[config.mk]
export PLATFORM = sky130hd
export DESIGN_NAME = alu_issue_stage
export DESIGN_NICKNAME = d
export VERILOG_FILES = /design/src/rtl/alu_pkg.sv /design/src/rtl/imm_gen.sv /design/src/rtl/alu_issue_stage.sv
export SDC_FILE = /design/constraint.sdc
export NUM_CORES = 1
export LEC_CHECK = 0
export ABC_AREA = 1
export ABC_CLOCK_PERIOD_IN_PS = 3450
export BUFFER_PORTS_ARGS = -buffer_cell sky130_fd_sc_hd__buf_2
export CAP_MARGIN = 20
export CORE_ASPECT_RATIO = 1.4
export CORE_MARGIN = 1.5
export CORE_UTILIZATION = 53
export DETAILED_ROUTE_END_ITERATION = 8
export HOLD_SLACK_MARGIN = 0.03
export PLACE_DENSITY = 0.83
export SETUP_SLACK_MARGIN = 0.05
export SYNTH_ARGS = -nofsm -noshare
export SYNTH_HDL_FRONTEND = slang
export SYNTH_SLANG_ARGS = --single-unit
[constraint.sdc]
create_clock -name clk -period 3.45 [get_ports clk]
set_clock_uncertainty 0.15 [all_clocks]
set_input_delay 0.69 -clock clk [delete_from_list [all_inputs] [get_ports clk]]
set_output_delay 0.69 -clock clk [all_outputs]
set_load 0.05 [all_outputs]
[src/rtl/alu_pkg.sv]
// Shared ALU definitions: operation codes, RV32I opcode and funct3 constants,
// the issue-stage payload record and the funct3-to-operation helper.
// No ports (package).
package alu_pkg;

   // ALU operation codes driven on alu_control
   typedef enum logic [3:0] {
      ALU_ADD  = 4'b0000,
      ALU_SUB  = 4'b0001,
      ALU_XOR  = 4'b0010,
      ALU_OR   = 4'b0011,
      ALU_AND  = 4'b0100,
      ALU_SLL  = 4'b0101,
      ALU_SRL  = 4'b0110,
      ALU_SRA  = 4'b0111,
      ALU_SLT  = 4'b1000,
      ALU_EQ   = 4'b1001,
      ALU_GE   = 4'b1010,
      ALU_SLTU = 4'b1011
   } alu_op_e;

   // RV32I major opcodes
   localparam logic [6:0] OPC_OP     = 7'b0110011;
   localparam logic [6:0] OPC_OP_IMM = 7'b0010011;
   localparam logic [6:0] OPC_LOAD   = 7'b0000011;
   localparam logic [6:0] OPC_STORE  = 7'b0100011;
   localparam logic [6:0] OPC_BRANCH = 7'b1100011;
   localparam logic [6:0] OPC_LUI    = 7'b0110111;
   localparam logic [6:0] OPC_AUIPC  = 7'b0010111;
   localparam logic [6:0] OPC_JAL    = 7'b1101111;
   localparam logic [6:0] OPC_JALR   = 7'b1100111;

   // funct3 for OP / OP-IMM
   localparam logic [2:0] F3_ADD_SUB = 3'b000;
   localparam logic [2:0] F3_SLL     = 3'b001;
   localparam logic [2:0] F3_SLT     = 3'b010;
   localparam logic [2:0] F3_SLTU    = 3'b011;
   localparam logic [2:0] F3_XOR     = 3'b100;
   localparam logic [2:0] F3_SRL_SRA = 3'b101;
   localparam logic [2:0] F3_OR      = 3'b110;
   localparam logic [2:0] F3_AND     = 3'b111;

   // funct3 for BRANCH
   localparam logic [2:0] F3_BEQ  = 3'b000;
   localparam logic [2:0] F3_BNE  = 3'b001;
   localparam logic [2:0] F3_BLT  = 3'b100;
   localparam logic [2:0] F3_BGE  = 3'b101;
   localparam logic [2:0] F3_BLTU = 3'b110;
   localparam logic [2:0] F3_BGEU = 3'b111;

   // funct3 for LOAD / STORE
   localparam logic [2:0] F3_LB  = 3'b000;
   localparam logic [2:0] F3_LH  = 3'b001;
   localparam logic [2:0] F3_LW  = 3'b010;
   localparam logic [2:0] F3_LBU = 3'b100;
   localparam logic [2:0] F3_LHU = 3'b101;

   // Everything the stage hands to EX for one instruction
   typedef struct packed {
      logic [31:0] alu_a;
      logic [31:0] alu_b;
      logic [31:0] store_data;
      alu_op_e     alu_control;
      logic [4:0]  rd;
      logic        reg_write;
      logic        mem_read;
      logic        mem_write;
      logic        branch;
      logic        branch_inv;
      logic        jump;
      logic        illegal;
   } issue_t;

   // OP/OP-IMM funct3 mapping; alt is the instr[30] modifier (SUB / SRA)
   function automatic alu_op_e f3_to_alu(input logic [2:0] f3, input logic alt);
      alu_op_e op;
      case (f3)
         F3_ADD_SUB: op = alt ? ALU_SUB : ALU_ADD;
         F3_SLL:     op = ALU_SLL;
         F3_SLT:     op = ALU_SLT;
         F3_SLTU:    op = ALU_SLTU;
         F3_XOR:     op = ALU_XOR;
         F3_SRL_SRA: op = alt ? ALU_SRA : ALU_SRL;
         F3_OR:      op = ALU_OR;
         F3_AND:     op = ALU_AND;
         default:    op = ALU_ADD;
      endcase
      return op;
   endfunction

endpackage

[src/rtl/imm_gen.sv]
// Immediate extraction for RV32I (purely combinational).
// Ports: instr (in)  - instruction word
//        imm_i (out) - sign-extended I-immediate
//        imm_s (out) - sign-extended S-immediate
//        imm_u (out) - U-immediate, low 12 bits zero
//        shamt (out) - shift amount instr[24:20]
module imm_gen (
   input  logic [31:0] instr,
   output logic [31:0] imm_i,
   output logic [31:0] imm_s,
   output logic [31:0] imm_u,
   output logic [4:0]  shamt
);

   assign imm_i = {{20{instr[31]}}, instr[31:20]};
   assign imm_s = {{20{instr[31]}}, instr[31:25], instr[11:7]};
   assign imm_u = {instr[31:12], 12'h000};
   assign shamt = instr[24:20];

endmodule

[src/rtl/alu_issue_stage.sv]
// One-entry registered issue stage: decodes an RV32I instruction into ALU
// operands/operation and control flags, holding them for the EX handshake.
// Ports: clk, rst (sync, active high)
//        in_valid/in_ready, instr, pc, rs1_data, rs2_data  - upstream side
//        out_valid/out_ready                               - EX handshake
//        flush (kills held entry), stall (blocks acceptance)
//        alu_a, alu_b, alu_control, store_data, rd, reg_write, mem_read,
//        mem_write, branch, branch_inv, jump, illegal      - registered payload
// XLEN must be 32; the payload record is fixed at 32 bits.
module alu_issue_stage
   import alu_pkg::*;
#(
   parameter int XLEN = 32
) (
   input  logic            clk,
   input  logic            rst,
   input  logic            in_valid,
   input  logic [31:0]     instr,
   input  logic [XLEN-1:0] pc,
   input  logic [XLEN-1:0] rs1_data,
   input  logic [XLEN-1:0] rs2_data,
   output logic            in_ready,
   output logic            out_valid,
   input  logic            out_ready,
   input  logic            flush,
   input  logic            stall,
   output logic [XLEN-1:0] alu_a,
   output logic [XLEN-1:0] alu_b,
   output logic [3:0]      alu_control,
   output logic [XLEN-1:0] store_data,
   output logic [4:0]      rd,
   output logic            reg_write,
   output logic            mem_read,
   output logic            mem_write,
   output logic            branch,
   output logic            branch_inv,
   output logic            jump,
   output logic            illegal
);

   logic [31:0] w_imm_i;
   logic [31:0] w_imm_s;
   logic [31:0] w_imm_u;
   logic [4:0]  w_shamt;
   logic [6:0]  w_opcode;
   logic [2:0]  w_funct3;
   logic        w_accept;
   issue_t      w_dec;
   issue_t      r_out;
   logic        r_valid;

   imm_gen u_imm_gen (
      .instr (instr),
      .imm_i (w_imm_i),
      .imm_s (w_imm_s),
      .imm_u (w_imm_u),
      .shamt (w_shamt)
   );

   assign w_opcode = instr[6:0];
   assign w_funct3 = instr[14:12];

   // Reset also masks in_ready so nothing is taken on a reset edge.
   assign in_ready = !rst && !stall && !flush && (!r_valid || out_ready);
   assign w_accept = in_valid && in_ready;

   // Decode the offered instruction into the payload record
   always_comb begin
      w_dec            = '0;
      w_dec.rd         = instr[11:7];
      w_dec.alu_a      = rs1_data;
      w_dec.alu_b      = rs2_data;
      w_dec.store_data = rs2_data;
      case (w_opcode)
         OPC_OP: begin
            w_dec.alu_control = f3_to_alu(w_funct3, instr[30]);
            w_dec.reg_write   = 1'b1;
         end
         OPC_OP_IMM: begin
            w_dec.reg_write = 1'b1;
            // Shifts take shamt and honour instr[30]; ADDI never becomes SUB.
            if ((w_funct3 == F3_SLL) || (w_funct3 == F3_SRL_SRA)) begin
               w_dec.alu_b       = {27'd0, w_shamt};
               w_dec.alu_control = f3_to_alu(w_funct3, instr[30]);
            end else begin
               w_dec.alu_b       = w_imm_i;
               w_dec.alu_control = f3_to_alu(w_funct3, 1'b0);
            end
         end
         OPC_LOAD: begin
            case (w_funct3)
               F3_LB, F3_LH, F3_LW, F3_LBU, F3_LHU: begin
                  w_dec.alu_b     = w_imm_i;
                  w_dec.mem_read  = 1'b1;
                  w_dec.reg_write = 1'b1;
               end
               default: w_dec.illegal = 1'b1;
            endcase
         end
         OPC_STORE: begin
            case (w_funct3)
               F3_LB, F3_LH, F3_LW: begin
                  w_dec.alu_b     = w_imm_s;
                  w_dec.mem_write = 1'b1;
               end
               default: w_dec.illegal = 1'b1;
            endcase
         end
         OPC_BRANCH: begin
            w_dec.branch = 1'b1;
            case (w_funct3)
               F3_BEQ:  w_dec.alu_control = ALU_SUB;
               F3_BNE:  begin w_dec.alu_control = ALU_SUB;  w_dec.branch_inv = 1'b1; end
               F3_BLT:  w_dec.alu_control = ALU_SLT;
               F3_BGE:  begin w_dec.alu_control = ALU_SLT;  w_dec.branch_inv = 1'b1; end
               F3_BLTU: w_dec.alu_control = ALU_SLTU;
               F3_BGEU: begin w_dec.alu_control = ALU_SLTU; w_dec.branch_inv = 1'b1; end
               default: w_dec.illegal = 1'b1;
            endcase
         end
         OPC_LUI: begin
            w_dec.alu_a     = 32'd0;
            w_dec.alu_b     = w_imm_u;
            w_dec.reg_write = 1'b1;
         end
         OPC_AUIPC: begin
            w_dec.alu_a     = pc;
            w_dec.alu_b     = w_imm_u;
            w_dec.reg_write = 1'b1;
         end
         OPC_JAL, OPC_JALR: begin
            // EX computes the link address pc+4; the target is resolved elsewhere.
            w_dec.alu_a     = pc;
            w_dec.alu_b     = 32'd4;
            w_dec.jump      = 1'b1;
            w_dec.reg_write = 1'b1;
         end
         default: w_dec.illegal = 1'b1;
      endcase

      // Illegal instructions leave EX inert: ADD and every side effect off.
      if (w_dec.illegal) begin
         w_dec         = '0;
         w_dec.illegal = 1'b1;
         w_dec.rd      = instr[11:7];
      end else begin
         w_dec.reg_write = w_dec.reg_write && (w_dec.rd != 5'd0);
      end
   end

   // Payload register: reset > flush > load > drain > hold
   always_ff @(posedge clk) begin
      if (rst) begin
         r_out   <= '0;
         r_valid <= 1'b0;
      end else if (flush) begin
         r_valid <= 1'b0;
      end else if (w_accept) begin
         r_out   <= w_dec;
         r_valid <= 1'b1;
      end else if (out_ready) begin
         r_valid <= 1'b0;
      end else begin
         r_valid <= r_valid;
      end
   end

   assign out_valid   = r_valid;
   assign alu_a       = r_out.alu_a;
   assign alu_b       = r_out.alu_b;
   assign alu_control = r_out.alu_control;
   assign store_data  = r_out.store_data;
   assign rd          = r_out.rd;
   assign reg_write   = r_out.reg_write;
   assign mem_read    = r_out.mem_read;
   assign mem_write   = r_out.mem_write;
   assign branch      = r_out.branch;
   assign branch_inv  = r_out.branch_inv;
   assign jump        = r_out.jump;
   assign illegal     = r_out.illegal;

endmodule

Word level (Yosys, flattened, before mapping):

Memories as Yosys holds them, arrays and structs flattened.
Cells that the tools add are included.

* register bits: 113
* bits in read-only memories: 32
* input port bits: 134
* output and inout bits: 114
* memories: 1

* eq/ne operators: 16
* multiplexer cells: 28
* bitwise logic cells: 1
* reduce and logical (&&, ||, !) cells: 27

Memories
* (no name shown): depth 8, bits a word 4, read ports 1, clocked after memory_dff 0, write ports 0, RTL line alu_pkg.sv:77 `case (f3)`

Operators with widths (number)
* one-hot mux 32 bit (5 select lines): 1
* two-way mux 105 bit: 1
* two-way mux 32 bit: 3
* one-hot mux 32 bit (2 select lines): 1
* one-hot mux 4 bit (8 select lines): 1
* one-hot mux 4 bit (3 select lines): 2
* equality test 7 x 6 -> 1 bit (second input constant): 3
* equality test 7 bit (second input constant): 3
* equality test 7 x 5 -> 1 bit (second input constant): 2
* two-way mux 1 bit: 13
* equality test 3 bit (second input constant): 4
* OR reduction 2 bit: 6
* OR reduction 6 bit: 2
* OR reduction 3 bit: 3
* equality test 7 x 2 -> 1 bit (second input constant): 1
* equality test 3 x 2 -> 1 bit (second input constant): 2
* two-way mux 6 bit: 1
* logical AND 1 bit: 5
* nonzero test 5 bit: 1
* OR reduction 5 bit: 1
* zero test 1 bit: 4
* two-way mux 2 bit: 2
* two-way mux 4 bit: 1
* one-hot mux 1 bit (4 select lines): 1
* other kinds (7): 8

Longest topological paths before layout:

Gate-level depths: netlist of the first run.

* word-level depth: 6
* depth in mapped cells: 13
* depth with buffers taken out: 12

Hierarchy:

Synthesis of the first run repeated with hierarchy kept, for this count alone.

* cells, all modules: 1022
* area, all modules: 6505.0 um2

Modules (own cells, without submodules)
* alu_issue_stage: times used 1, cells an instance 920, area each 5743.0 um2, sequential area each 2262.2 um2
* imm_gen: times used 1, cells an instance 102, area each 762.0 um2, sequential area each 0.0 um2

Least setup slack after synthesis of the first run:

OpenSTA, ideal clock, no wires.

* kind: in2reg
* start point: input instr[5]
* end point: register r_out, in the netlist alu_a[27]
* library setup time: 0.132 ns
* data arrival time: 1.981 ns
* setup slack: 1.187 ns
* stages: 12
* path buffers: 3
* path through: buf_2 -> nor2_1 -> nand2_1 -> nand2_2 -> a21oi_4 -> nand3_1 -> nand2_1 -> inv_2 -> buf_4 -> buf_6 -> nand2_1 -> a21oi_1

* longest elaborated chain between the ends: 4

Ends and longest elaborated chain
* start, declared: RTL line alu_issue_stage.sv:18 `input logic [31:0] instr,`
* equality test 7 bit, or another cell as far along: RTL line alu_issue_stage.sv:74 `case (w_opcode)`
* OR reduction 6 bit (no line) / OR reduction 3 bit (equally long branches)
* one-hot mux 1 bit (4 select lines) / one-hot mux 32 bit (2 select lines) (equally long branches): RTL line alu_issue_stage.sv:74
* two-way mux 105 bit (*): RTL line alu_issue_stage.sv:142 `if (w_dec.illegal) begin`
* end signal, assigned: RTL line alu_issue_stage.sv:159 `r_out <= w_dec;`
* end, declared: RTL line alu_issue_stage.sv:49 `issue_t r_out;`

Every way passes the cells marked *; elsewhere a longest branch is shown, timed or not.
A chain may end at the register's enable or synchronous reset.

Final worst setup path of the first run:

* start point: input instr[14]
* end point: register r_out, in the netlist alu_a[19]

* longest elaborated chain between the ends: 5

Ends and longest elaborated chain (RTL line)
* equality test 3 x 1 -> 1 bit, or another cell as far along: alu_issue_stage.sv:91, alu_issue_stage.sv:101, alu_issue_stage.sv:111
* OR reduction 6 bit (no line), or another cell as far along
* two-way mux 1 bit, on equally long branches: alu_issue_stage.sv:111, alu_issue_stage.sv:91, alu_issue_stage.sv:101
* one-hot mux 1 bit (4 select lines) (*): alu_issue_stage.sv:74
* two-way mux 105 bit (*): alu_issue_stage.sv:142

Marked as above.

==> flow_summary.toml, run 1 <==
[status]
outcome = "complete, no violations"

[hold_path]
hold_path_class = "reg -> reg"

[die]
core_mm2 = 0.0114
initial_core_util_pct = 54.5
die_w_um = 94.5
fp-row-count = 46
die_h_um = 131
ios = 248
dieArea_mm2 = 0.0124

[timing]
period_share_pct = 68.8
setup_slack_ns = 1.08
tightest_slew_ns = 1.15
hold_violations = 0
relSlewSlack_pct = 23.7
fin_crit_ns = 2.37
setup_viol = 0
rsz0062_at_grt = "false"
clock.fmax_mhz = 421
slew_viol_final = 0
tns_ns = 0

[placed_design]
pre_cts_slack_ns = 0.727
hpwl_um = 14500
gp_congestion = 0.983
io_buffers = 247

[routing]
via_per_inst = 5.21
dr.first_iter.drc_count = 535
route.detailed.drc = 0
vias = 7425
first_pass_iters = 6
wl_per_cell_um = 14.5
totalWireLength_um = 20700
antenna_left = 0

[finish]
area_delta_synth_final_pct = 29.6
fin_nets = 1403
fillers = 1019
drive_gt1_share_pct = 24.8
fin_util_pct = 70.6
regArea_mm2 = 0.00226
multi_input_area_mm2 = 0.00342

[power]
peakVddDrop_uv = 369
leakage_uw = 0.00409
design_power_total_uw = 3320
power_density_mw_per_mm2 = 412

[setup_path]
end_kind = "flip-flop"
cp-start-kind = "input pin"
critPathArrivalTime_ns = 2.54
worst-setup-path-type = "in -> reg"
cp_max_fo = 19
cp.required_ns = 3.62
regToRegSetupSlack_ns = 1.50

[global_route]
grt_max_degree = 105
gr-total-overflow = 0
grt_pass1_wl_um = 31700
antenna_found_initial = 1
track_usage_pct = 33.0
grt_pass1_vias = 6705

[yosys]
synthXorXnorAreaFrac_pct = 0
synth_nets = 1182
synth-compound-area-share_pct = 12.8
synthCells = 1048
muxShareOfSynthArea_pct = 0
synth_top_area_share_pct = 36.4
yosys-top-cells-area = "dfxtp_1 (36%), nand2_1 (25%), a21oi_1 (9.3%)"
ys_types = 23
yosysTopAreaCell = "dfxtp_1"
synth-seq-cells = 113
ys_seq_area_share_pct = 36.4
synth_top_family_by_area = "simple AND/OR/NAND/NOR gates"
ys_warn_count = 0
synthesis.area_mm2 = 0.00621
yosys.area_share.adder_pct = 0
synthSimpleGateAreaFrac_pct = 42.3
syn_avg_cell_area_um2 = 5.93

[clock_network]
holdBufCountCts = 0
cts_tree = "done"
h-tree-depth = 4
cts_setup_buffers = 0
clockBufferDepth = 2
cts-resized-gates = 0
cts_buffers = 17
clkTransAtPathRegs_ns = 0.05
cts.sinks = 113
clockRootBuffer = "clkbuf_16"
clk_latency_ns = 0.41

[flow_run]
max_cap_viol_count = 0
[cells in the final DEF, fill, tap and decap left out]
cell type / count
clkinvlp_4: 2
buf_4: 19
o211ai_1: 4
nand2_4: 2
clkbuf_16: 17
inv_2: 3
bufinv_16: 1
a211oi_1: 3
dfxtp_1: 113
a21oi_1: 116
nand2_2: 2
nand2_1: 421
nor2_1: 134
inv_1: 58
clkinv_2: 6
or2_2: 12
clkinv_4: 2
a21boi_0: 1
a21oi_4: 1
nand3_1: 79
nand4_1: 3
buf_12: 1
nor2_2: 1
o21ai_0: 27
clkbuf_8: 3
nor3_1: 3
buf_2: 246
diode_2: 1
[cell families after synthesis]
group	Yosys count
and+or+nand+nor	657
AOI/OAI and AO/OA	152
buffers and inverters	126
DFF	113
[report_power, final]
part	internal, µW	switching (µW)
Combinational	127	239
Sequential	1310	2.39
Clock	1030	605
[per-stage QoR]
stage / cells / hold WS [ns] / cell area (µm²)
floorplan: 1048 / 0.531 / 6210
global placement: 1394 / 0.298 / 7490
detailed placement: 1394 / 0.302 / 7490
CTS: 1424 / 0.310 / 8050
global route: 1425 / 0.324 / 8050
finish: 1425 / 0.308 / 8050
[critical path: stages]
cell,delay [ns]
buf_2,0.13
nand2_1,0.26
nand2_2,0.22
nand3_1,0.14
nand2_1,0.10
nor2_1,0.10
nand2_1,0.09
inv_2,0.28
buf_4,0.30
nand2_1,0.07
a21oi_1,0.15
[routing by layer]
layer  up-vias  GRT usage (%)  wire length, µm
met5         -              0                0
met1      3272           34.6             7650
met4         0           24.3             1330
li1       3734              -                -
met3        80           7.61             1480
met2       339           57.4            10200
[final cells by class]
cell class	instances	share of cell area, %
Clock inverter	10	1.09
Inverter	62	2.91
Sequential cell	113	28.1
Timing Repair Buffer	266	17.3
Clock buffer	20	5.80
Tap cell	144	2.24
Antenna cell	1	0.0311
Multi-Input combinational cell	809	42.5
[cell usage after synthesis (all sizes together)]
cell	n
o21ai	27
clkbuf	35
dfxtp	113
a21oi	117
or2	12
a211oi	3
nand2	425
inv	62
nor2	135
nand4	3
o211ai	4
buf	29
a21boi	1
nor3	3
nand3	79
[worst paths after layout]
kind / cells past startpoint / start / to
min reg2reg: 2 / rd[2] / rd[2]
min: 2 / rd[2] / rd[2]
max: 11 / instr[14] / alu_a[19]
max reg2reg: 10 / out_valid / alu_a[19]
[registers in the layout (all words and copies together) (netlist names)]
register / flops
rd: 5
branch_inv: 1
reg_write: 1
jump: 1
store_data: 32
illegal: 1
mem_write: 1
mem_read: 1
alu_control: 4
alu_b: 32
alu_a: 32
branch: 1
out_valid: 1
Note: power is estimated with default switching activity, not from simulation.
==> run 2, diff against run 1 <==
ABC_CLOCK_PERIOD_IN_PS = 2330   (was 3450)
CORE_UTILIZATION = 49   (was 53)
PLACE_DENSITY = 0.78   (was 0.83)
clock period = 2.33 ns   (was 3.45 ns; I/O delays follow)
==> run 2 against run 1 <==
Against the previous run: sequential share of layout area decreased by 0.86 points; non-clock buffer count is 16 higher; clock power increased by 63%; total power grew 56%; critical path depth is the same; sequential power up 49%; first-iteration DRC count down 29%; core utilization shrank 3.5 points; worst setup slack lost 0.62 ns; sequential cell count is the same; critical path type unchanged; critical endpoint is now alu_b[26]; largest power group unchanged; highest routed layer unchanged.
==> flow_summary.toml, run 2 (synthesized netlist as in run 1, its figures left out) <==
[die]
die_h_um = 136
ios = 248
initial_core_util_pct = 50.2
core_mm2 = 0.0124
die_w_um = 98.2
fp-row-count = 48
dieArea_mm2 = 0.0134

[clock_network]
cts_buffers = 17
h-tree-depth = 4
clkTransAtPathRegs_ns = 0.05
clk_latency_ns = 0.40
cts_tree = "done"
holdBufCountCts = 0
cts-resized-gates = 0
clockRootBuffer = "clkbuf_16"
cts.sinks = 113
clockBufferDepth = 2
cts_setup_buffers = 0

[finish]
final_common_cell = "nand2_1"
fin_cells = 1448
antennaDiodeCount = 0
fillers = 1195
regArea_mm2 = 0.00226
area_delta_synth_final_pct = 33.7
drive_gt1_share_pct = 25.7
fin_nets = 1419
multi_input_area_mm2 = 0.00342
final_cell_mix = "nand2_1 (421), buf_2 (246), nor2_1 (134)"

[timing]
clock.fmax_mhz = 533
period_share_pct = 80.5
setup_slack_ns = 0.453
relSlewSlack_pct = 65.7
setup_viol = 0
slew_viol_final = 0
tightest_slew_ns = 0.513
tns_ns = 0
fin_crit_ns = 1.88
hold_violations = 0
rsz0062_at_grt = "false"

[routing]
via_per_inst = 5.09
antenna_left = 0
vias = 7366
first_pass_iters = 5
route.detailed.drc = 0
dr.first_iter.drc_count = 378
wl_per_cell_um = 14.1
totalWireLength_um = 20500

[setup_path]
cp.required_ns = 2.52
end_kind = "flip-flop"
cp_max_fo = 13
cp-start-kind = "input pin"
worst-setup-path-type = "in -> reg"
critPathArrivalTime_ns = 2.07

[global_route]
track_usage_pct = 29.7
gr-total-overflow = 0
grt_pass1_wl_um = 31900
antenna_found_initial = 0
grt_pass1_vias = 6600
grt_max_degree = 113

[power]
power_density_mw_per_mm2 = 624
peakVddDrop_uv = 443
leakage_uw = 0.00422

[placed_design]
io_buffers = 247
gp_congestion = 0.926
hpwl_um = 14500
dp.cells = 1415
pre_cts_slack_ns = 0.0691

[status]
outcome = "complete, no violations"

[hold_path]
hold_path_class = "in -> reg"

[flow_run]
max_cap_viol_count = 0
[run 2: cell count changes in the layout (fill, tap and decap cells not counted), sizes merged]
cell,delta
bufinv,+3
diode,-1
buf,+16
clkinv,-1
[run 2: path summary, 6_finish.rpt]
kind	startpoint	slack, ns	cells after the start	to
worst max register to register	out_valid	0.52	10	alu_b[5]
worst min register to register	alu_a[5]	0.31	2	alu_a[5]
worst max-delay path	instr[13]	0.45	11	alu_b[26]
worst min-delay path	rs2_data[11]	0.17	3	store_data[11]
[run 2: metal layers]
layer	GRT usage, %	share of wire [%]
met4	18.1	4.5
met3	5.04	6.6
met2	51.8	50
met1	33.9	39
met5	0	0
[run 2: worst max-delay path: stages]
cell and delay (ns):
buf_2 0.13, nand2_1 0.12, nand2_1 0.14, buf_4 0.21, inv_1 0.35, nor2_1 0.07
o21ai_0 0.24, nor2_1 0.09, nand2_1 0.07, nand2_1 0.05, a21oi_1 0.11
[run 2: area by class of cell]
type,count,area share [%]
clock buffer,20,5.26
clock inverter,12,1.99
inverter,62,2.82
multi-input combinational,809,41.2
sequential,113,27.2
tap,150,2.26
timing repair buffer,282,19.2
[run 2: report_power, final]
part           switching (µW)  leakage (µW)  internal [µW]  total (µW)
Combinational             352       0.00301            208         559
Sequential               3.80      0.000910           1940        1950
Clock                     898      0.000293           1770        2670
[run 2: through the flow]
stage	cell area, µm²	utilization, %	hold WS, ns	total power (µW)
floorplan	6210	-	0.459	2290
global placement	7670	62.0	0.298	2530
detailed placement	7670	62.0	0.302	2530
CTS	8280	66.9	0.157	5200
global route	8300	67.1	0.184	5360
finish	8300	67.1	0.166	5180
==> run 3, diff against run 2 <==
ABC_CLOCK_PERIOD_IN_PS = 1800   (was 2330)
clock period = 1.8 ns   (was 2.33 ns; I/O delays follow)
==> run 3 against run 2 <==
Against the previous run: total power increased by 32%; combinational power is 44% higher; clock power up 31%; register-to-register slack worse by 0.45 ns; hold slack got worse by 0.11 ns; sequential share of layout area down 2.2 points; first-iteration DRC count is 18% higher; critical path type is now reg -> reg.
==> flow_summary.toml, run 3 (synthesized netlist as in run 1, its figures left out) <==
[setup_path]
cp.depth = 10
regToRegSetupSlack_ns = 0.07
max_stage_delay_ns = 0.32
cp_top_family = "simple AND/OR/NAND/NOR gates"
cp-start-kind = "flip-flop"
worstPathCellList = "nand2_2, nand3_4, nor2_4, nand2_2, nor2_4, nand2_8, clkbuf_16, nor2_1, nand2_1, a21oi_1"
critPathArrivalTime_ns = 1.92
endpoint = "alu_b[15]"
reg2reg_from = "out_valid"
rr_endpoint = "alu_b[15]"
cp_max_fo = 8
r2r_cells = 10
cp.required_ns = 1.99
crit_slowest_cell = "dfxtp_2"
crit_buf_inv = 1
worst-setup-path-type = "reg -> reg"
cp-startpoint = "out_valid"
end_kind = "flip-flop"

[clock_network]
cts.sinks = 113
clockRootBuffer = "clkbuf_16"
cts_buffers = 17
clkTransAtPathRegs_ns = 0.05
cts_tree = "done"
clk_latency_ns = 0.42
h-tree-depth = 4
clockBufferDepth = 2

[finish]
fillers = 1043
regArea_mm2 = 0.00226
area_delta_synth_final_pct = 45.7
final_cell_mix = "nand2_1 (417), buf_2 (245), nor2_1 (124)"
multi_input_area_mm2 = 0.00355
final_common_cell = "nand2_1"
fin_nets = 1468
drive_gt1_share_pct = 30.3

[placed_design]
hpwl_um = 15000
gp_congestion = 0.993
pre_cts_slack_ns = -0.274
io_buffers = 247

[routing]
route.detailed.drc = 0
vias = 7833
via_per_inst = 5.23
antenna_left = 0
dr.first_iter.drc_count = 447
totalWireLength_um = 22000
first_pass_iters = 5
wl_per_cell_um = 14.7

[timing]
setup_slack_ns = 0.0698
tightest_slew_ns = 0.633
tns_ns = 0
hold_violations = 0
rsz0062_at_grt = "false"
clock.fmax_mhz = 578
setup_viol = 0
relSlewSlack_pct = 57.8
slew_viol_final = 0
period_share_pct = 96.1
fin_crit_ns = 1.73

[global_route]
grt_pass1_vias = 7137
grt_pass1_wl_um = 33200
grt_max_degree = 59
antenna_found_initial = 1
track_usage_pct = 30.8
gr-total-overflow = 0

[die]
ios = 248
dieArea_mm2 = 0.0134
die_h_um = 136
die_w_um = 98.2
initial_core_util_pct = 50.2
fp-row-count = 48
core_mm2 = 0.0124

[hold_path]
worstHoldPathCells = 3
hold_path_class = "in -> reg"

[power]
design_power_total_uw = 6810
peakVddDrop_uv = 633
leakage_uw = 0.00455
power_density_mw_per_mm2 = 753

[flow_run]
max_cap_viol_count = 0

[status]
outcome = "complete, no violations"
[run 3: timing repair]
action | CTS | global route
cloned | 1 | 8
setup endpoints to repair | 65 | 97
setup buffers | 0 | 1
gates resized for setup | 4 | 44
pin swaps | 0 | 10
hold buffers | 0 | 0
[run 3: metal layers]
metal / GRT usage (%) / wire, µm / up-vias
met2: 52.8 / 11000 / 378
li1: - / - / 3874
met3: 5.81 / 1610 / 83
met5: 0 / 0 / -
met4: 16.6 / 1020 / 0
met1: 36.2 / 8380 / 3498
[run 3: how the worst min path moves through the flow]
stage / start / to / slack [ns]
4_1_cts: rs2_data[10] / store_data[10] / 0.04
3_3_place_gp: mem_write / mem_write / 0.30
3_5_place_dp: alu_b[28] / alu_b[28] / 0.30
2_1_floorplan: rs2_data[0] / store_data[0] / 0.35
6_report: rs2_data[10] / store_data[10] / 0.05
5_1_grt: rs2_data[4] / store_data[4] / 0.06
[run 3: power by group]
part	internal [µW]	switching (µW)
Clock	2280	1210
Combinational	320	487
Sequential	2510	4.78
Total	5110	1700
[run 3: tightest hold or removal path, delay by kind of cell]
| family | cells | cell delay (ns) |
|---|---|---|
| buffers and inverters | 1 | 0.10 |
| and+or+nand+nor | 1 | 0.05 |
| AOI/OAI and AO/OA | 1 | 0.05 |
[run 3: layout make-up]
class / instances / share of cell area [%]
multi-input combinational: 809 / 39.2
inverter: 62 / 2.72
timing repair buffer: 329 / 24.0
tap: 150 / 2.07
clock buffer: 23 / 5.28
antenna: 1 / 0.0277
timing repair inverter: 2 / 0.207
clock inverter: 9 / 1.44
sequential: 113 / 25.0
[run 3: per-stage QoR]
stage	cell area (µm²)	util, %	cells	hold slack [ns]
5_1_grt	9050	73.1	1498	0.0627
2_1_floorplan	6240	-	1048	0.353
3_5_place_dp	8080	65.3	1455	0.300
3_3_place_gp	8080	65.3	1455	0.297
6_report	9050	73.1	1498	0.0526
4_1_cts	8700	70.3	1488	0.0423
